## config.mk

```make
export PLATFORM = sky130hd
export DESIGN_NAME = conv_window_gen
export DESIGN_NICKNAME = d
export VERILOG_FILES = /design/src/rtl/conv_pkg.sv /design/src/rtl/conv_line_buf.sv /design/src/rtl/conv_window_gen.sv
export SDC_FILE = /design/constraint.sdc
export NUM_CORES = 1
export LEC_CHECK = 0
export CAP_MARGIN = 5
export CORE_UTILIZATION = 50
export CTS_CLUSTER_SIZE = 12
export DETAILED_ROUTE_END_ITERATION = 16
export GPL_TIMING_DRIVEN = 0
export PLACE_DENSITY_LB_ADDON = 0.2
export RECOVER_POWER = 25
export SYNTH_ARGS = -nofsm -noshare
export SYNTH_HDL_FRONTEND = slang
export SYNTH_SLANG_ARGS = --single-unit
```

## constraint.sdc

```tcl
create_clock -name clk -period 50 [get_ports clk]
set_input_delay 15 -clock clk [delete_from_list [all_inputs] [get_ports clk]]
set_output_delay 15 -clock clk [all_outputs]
set_load 0.01 [all_outputs]
```

## src/rtl/conv_pkg.sv

```systemverilog
// Shared FSM type, default geometry and window-layout helper for conv_window_gen.
package conv_pkg;

    localparam int unsigned DEF_PIX_W = 8;
    localparam int unsigned DEF_R     = 3;
    localparam int unsigned DEF_C     = 3;
    localparam int unsigned DEF_IMG_W = 28;
    localparam int unsigned DEF_IMG_H = 28;

    typedef enum logic [1:0] {
        FILL  = 2'd0,
        RUN   = 2'd1,
        STALL = 2'd2
    } conv_state_t;

    // Bit offset of window element (r,c) in the flat conv operand layout.
    function automatic int unsigned win_off(input int unsigned r, input int unsigned c,
                                            input int unsigned cols, input int unsigned width);
        return (r * cols + c) * width;
    endfunction

endpackage

```

## src/rtl/conv_line_buf.sv

```systemverilog
// One image-row delay line: the tap shows the pixel pushed DEPTH enables ago.
module conv_line_buf #(
    parameter int unsigned W     = 8,
    parameter int unsigned DEPTH = 28
) (
    input  logic         clk,
    input  logic         en,
    input  logic [W-1:0] pix,
    output logic [W-1:0] tap
);

    logic [W-1:0] mem [DEPTH];

    // Contents are deliberately unreset; the window generator's counters gate validity.
    always_ff @(posedge clk) begin
        if (en) begin
            mem[0] <= pix;
            for (int unsigned i = 1; i < DEPTH; i++) begin
                mem[i] <= mem[i-1];
            end
        end
    end

    assign tap = mem[DEPTH-1];

endmodule

```

## src/rtl/conv_window_gen.sv

```systemverilog
// Turns a row-major pixel stream into RxC windows for the conv stage.
// Optional CONV_WIN_POS_EN adds registered win_row/win_col (window top-left).
module conv_window_gen
    import conv_pkg::*;
#(
    parameter int unsigned In_d_W = DEF_PIX_W,
    parameter int unsigned R      = DEF_R,
    parameter int unsigned C      = DEF_C,
    parameter int unsigned IMG_W  = DEF_IMG_W,
    parameter int unsigned IMG_H  = DEF_IMG_H
) (
    input  logic                      clk,
    input  logic                      rst,
    input  logic                      pix_valid,
    output logic                      pix_ready,
    input  logic [In_d_W-1:0]         pix_in,
    output logic                      win_valid,
    input  logic                      win_ready,
    output logic [R*C*In_d_W-1:0]     win,
    output logic                      frame_done
`ifdef CONV_WIN_POS_EN
    ,
    output logic [$clog2(IMG_H)-1:0]  win_row,
    output logic [$clog2(IMG_W)-1:0]  win_col
`endif
);

    localparam int unsigned COL_W = $clog2(IMG_W);
    localparam int unsigned ROW_W = $clog2(IMG_H);
    localparam int unsigned WIN_W = R * C * In_d_W;

    conv_state_t          state;
    conv_state_t          next_state;
    logic [COL_W-1:0]     col;
    logic [ROW_W-1:0]     row;
    logic                 pix_xfer;
    logic                 col_last;
    logic                 row_last;
    logic                 emit;
    logic                 frame_last;

    logic [In_d_W-1:0]    lb_in   [R-1];
    logic [In_d_W-1:0]    lb_out  [R-1];
    logic [In_d_W-1:0]    new_col [R];
    logic [In_d_W-1:0]    sw      [R][C];
    logic [In_d_W-1:0]    sw_next [R][C];
    logic [WIN_W-1:0]     win_next;

    // Line buffers chained so buffer i delays the stream by i+1 rows.
    for (genvar i = 0; i < int'(R) - 1; i++) begin : g_lb
        if (i == 0) begin : g_head
            assign lb_in[i] = pix_in;
        end else begin : g_tail
            assign lb_in[i] = lb_out[i-1];
        end
        conv_line_buf #(
            .W     (In_d_W),
            .DEPTH (IMG_W)
        ) u_lb (
            .clk (clk),
            .en  (pix_xfer),
            .pix (lb_in[i]),
            .tap (lb_out[i])
        );
    end

    // Column entering the window: newest row at the bottom (r = R-1).
    always_comb begin
        new_col[R-1] = pix_in;
        for (int unsigned i = 0; i + 1 < R; i++) begin
            new_col[R-2-i] = lb_out[i];
        end
    end

    always_comb begin
        for (int unsigned r = 0; r < R; r++) begin
            for (int unsigned c = 0; c + 1 < C; c++) begin
                sw_next[r][c] = sw[r][c+1];
            end
            sw_next[r][C-1] = new_col[r];
        end
    end

    always_comb begin
        win_next = '0;
        for (int unsigned r = 0; r < R; r++) begin
            for (int unsigned c = 0; c < C; c++) begin
                win_next[win_off(r, c, C, In_d_W) +: In_d_W] = sw_next[r][c];
            end
        end
    end

    always_ff @(posedge clk) begin
        if (pix_xfer) begin
            sw <= sw_next;
        end
    end

    // FSM state register.
    always_ff @(posedge clk) begin
        if (!rst) begin
            state <= FILL;
        end else begin
            state <= next_state;
        end
    end

    // FSM next state; the frame's last pixel always returns to FILL.
    always_comb begin
        next_state = state;
        unique case (state)
            FILL:    if (pix_xfer && row == ROW_W'(R - 1)) next_state = RUN;
            RUN:     if (win_valid && !win_ready) next_state = STALL;
            STALL:   if (win_ready) next_state = RUN;
            default: next_state = FILL;
        endcase
        if (frame_last) begin
            next_state = FILL;
        end
    end

    // FSM outputs: handshake and window-completion decode.
    always_comb begin
        pix_ready  = !win_valid || win_ready;
        pix_xfer   = pix_valid && pix_ready && rst;
        col_last   = (col == COL_W'(IMG_W - 1));
        row_last   = (row == ROW_W'(IMG_H - 1));
        emit       = pix_xfer && (row >= ROW_W'(R - 1)) && (col >= COL_W'(C - 1));
        frame_last = pix_xfer && col_last && row_last;
    end

    // Position counters and the registered window output stage.
    always_ff @(posedge clk) begin
        if (!rst) begin
            col        <= '0;
            row        <= '0;
            win_valid  <= 1'b0;
            win        <= '0;
            frame_done <= 1'b0;
`ifdef CONV_WIN_POS_EN
            win_row    <= '0;
            win_col    <= '0;
`endif
        end else begin
            frame_done <= frame_last;
            if (pix_xfer) begin
                if (col_last) begin
                    col <= '0;
                    row <= row_last ? '0 : row + ROW_W'(1);
                end else begin
                    col <= col + COL_W'(1);
                end
            end
            if (emit) begin
                win_valid <= 1'b1;
                win       <= win_next;
`ifdef CONV_WIN_POS_EN
                win_row   <= row - ROW_W'(R - 1);
                win_col   <= col - COL_W'(C - 1);
`endif
            end else if (win_ready) begin
                win_valid <= 1'b0;
            end
        end
    end

endmodule
```

==> impl_metrics.ini <==
[status]
status = finished, final reports clean

[yosys]
yosysWarnings = 0
synth-main-ff-cell = edfxtp_1
syn_nets = 870
synth.distinct_cells = 34
synth_commonest_cells = 464 x edfxtp_1, 84 x dfxtp_1, 79 x nand2_1, 74 x nand3_1, 70 x o21ai_2
syn_area_um2 = 17400
yosysTopAreaCell = edfxtp_1
synthCells = 854
synth-edff-count = 464
ys_ff_latch = 548
synth.area.top_cells = edfxtp_1 80%, dfxtp_1 9.6%, o21ai_2 3.5%
synth.most_common_cell = edfxtp_1
async_reset_ff_frac = 0
yosysTopAreaCellShare = 0.799
ys_seq_area_frac = 0.896
synth_area_per_cell_um2 = 20.4

[layout]
final_net_count = 1019
fin_area_um2 = 20600
area_growth_pct = 18.4
drive_gt1_frac = 0.151
diodes = 0
filler_cell_count = 2532

[floorplan]
rows = 68
die-area_um2 = 35600
initial_core_util = 0.506
coreArea_um2 = 34500
boundaryPins = 87
fp.dieW_um = 189
die-height_um = 189

[critical_path]
crit_top_cell = clkdlybuf4s50_1
path_class = in -> out
worst_ep_arrival_time_ns = 16.48
cp.required_ns = 35.00
worst_setup_path_start_kind = primary input
cpMaxStageDelayCell = clkdlybuf4s50_1
end_kind = output port
ff2ff_path_depth = 8
path_cells = clkdlybuf4s50_1 > nand2b_1 > clkbuf_1 > clkdlybuf4s50_1
slowest_delay_ns = 0.61
crit_fanout = 7

[sta]
fin_crit_sh = 0.630
tns_ns = 0
relSlewSlack = 0.535
clock_skew_ns = 0.0127
layout_min_cycle_time_ns = 31.48
final-setup-viol-count = 0
timing.fmax_mhz = 31.8
worst_slew_pin_slew_ns = 0.697
rsz0062_at_grt = no
finalHoldViolations = 0
finalMaxSlewViolations = 0

[clock_network]
clk_latency_ns = 0.56
cts_resized = 0
cts_root_buf = clkbuf_16
cts_tree = done
cts-hold-fix-buffers = 0
cts_buffers = 53
htree_levels = 2
cts.sinks = 548
cts_max_path_buffers = 3
cts_setup_buffers = 0
clk_pin_slew_ns = 0.06

[route]
drt-total-wl_um = 27300
route.detailed.drc = 0
vias = 7680
first_pass_iters = 5
wl_per_cell_um = 18.2
routed_via_density = 5.11
first_iter_violations = 634
antenna_left = 0

[placed_design]
place.detailed.hpwl_um = 15800
portBuffers = 85
routabilityCongestion = 0.768
placed_cell_area_um2 = 19100

[min_path]
holdPathStages = 0
hold_class = reg -> reg

[grt]
overflow = 0
grt_pass1_wl_um = 42700
antenna_found_initial = 0
grt_usage = 0.157
grt_start_max_net_pins = 69
grt_pass1_vias = 7547

[run]
drv_cap = 0

[power_and_ir_drop]
p_leak_nw = 6.76
power_density_nw_per_um2 = 43.1
ir_drop_mv = 0.0289
## critical path: cells and delay by family
family | cells | cell delay [ns]
buf+inv | 3 | 1.39
simple gates | 1 | 0.09
## cell usage in the layout, fill, tap and decap left out, types with 2 or more instances in the layout
cell type,count
a21oi_1,5
a311oi_1,2
and3_1,2
buf_1,6
buf_12,5
buf_16,4
buf_2,9
buf_6,8
clkbuf_1,49
clkbuf_16,55
clkbuf_8,2
clkdlybuf4s50_1,85
clkinv_1,3
dfxtp_1,84
edfxtp_1,464
ha_1,4
inv_1,5
nand2_1,79
nand3_1,74
nand4_1,3
nor2_1,4
o21ai_0,3
o21ai_2,70
or4_1,3
## layout make-up
cell class,count,area (um^2),share of cell area
sequential,548,15600,0.757
multi-input combinational,265,1590,0.0770
tap,455,569,0.0276
clock inverter,5,27.5,0.00133
inverter,5,18.8,0.000910
timing repair buffer,94,1060,0.0514
buffer,36,210,0.0102
clock buffer,94,1540,0.0748
## worst paths after layout
| path | from | endpoint | slack (ns) |
|---|---|---|---|
| hold / removal | g_lb[0].u_lb.mem[1][69]$_DFFE_PP_ | g_lb[0].u_lb.mem[1][77]$_DFFE_PP_ | 0.41 |
| setup reg to reg | win_valid$_SDFFE_PN0P_ | sw[60]$_DFFE_PP_ | 47.15 |
| setup / recovery | win_ready | pix_ready | 18.52 |
| hold reg to reg | g_lb[0].u_lb.mem[1][69]$_DFFE_PP_ | g_lb[0].u_lb.mem[1][77]$_DFFE_PP_ | 0.41 |
## routing by layer
| layer | part of all wire | vias up | global-route usage | routed length [um] |
|---|---|---|---|---|
| li1 | - | 3571 | - | - |
| met1 | 0.48 | 3884 | 0.238 | 13100 |
| met2 | 0.46 | 179 | 0.230 | 12500 |
| met3 | 0.044 | 46 | 0.0311 | 1190 |
| met4 | 0.017 | 0 | 0.0468 | 470 |
| met5 | 0 | - | 0 | 0 |
## cells by family after synthesis
| group | count (synthesis) | share of synthesized area |
|---|---|---|
| AOI/OAI and AO/OA | 89 | 0.0429 |
| adders and majority gates | 4 | 0.00287 |
| buffers and inverters | 41 | 0.0129 |
| DFF | 548 | 0.896 |
| muxes | 1 | 0.000574 |
| and+or+nand+nor | 171 | 0.0448 |
## where the power goes
group | total, mW | internal, mW | switching (mW)
Sequential | 0.516 | 0.511 | 0.00484
Clock | 0.361 | 0.207 | 0.153
Combinational | 0.0136 | 0.00310 | 0.0105
## stage by stage
| step | power [mW] | hold WS [ns] | instances | worst slack, ns | utilization |
|---|---|---|---|---|---|
| final | 0.890 | 0.414 | 1502 | 18.52 | 0.599 |
| after global routing | 0.921 | 0.413 | 1502 | 18.46 | 0.599 |
| after CTS | 0.902 | 0.413 | 1502 | 18.54 | 0.599 |
| after detailed placement | 0.539 | 0.405 | 1403 | 18.54 | 0.553 |
| after global placement | 0.550 | 0.402 | 1394 | 15.59 | 0.547 |
| after floorplan | 0.540 | 0.400 | 854 | 19.68 | - |
## flip-flops by register name, summed over array words and instances, names as in the netlist
| signal | cells |
|---|---|
| col | 5 |
| frame_done | 1 |
| g_lb.u_lb.mem | 434 |
| row | 5 |
| sw | 30 |
| win | 72 |
| win_valid | 1 |
Power figures use the tool's default switching activity.
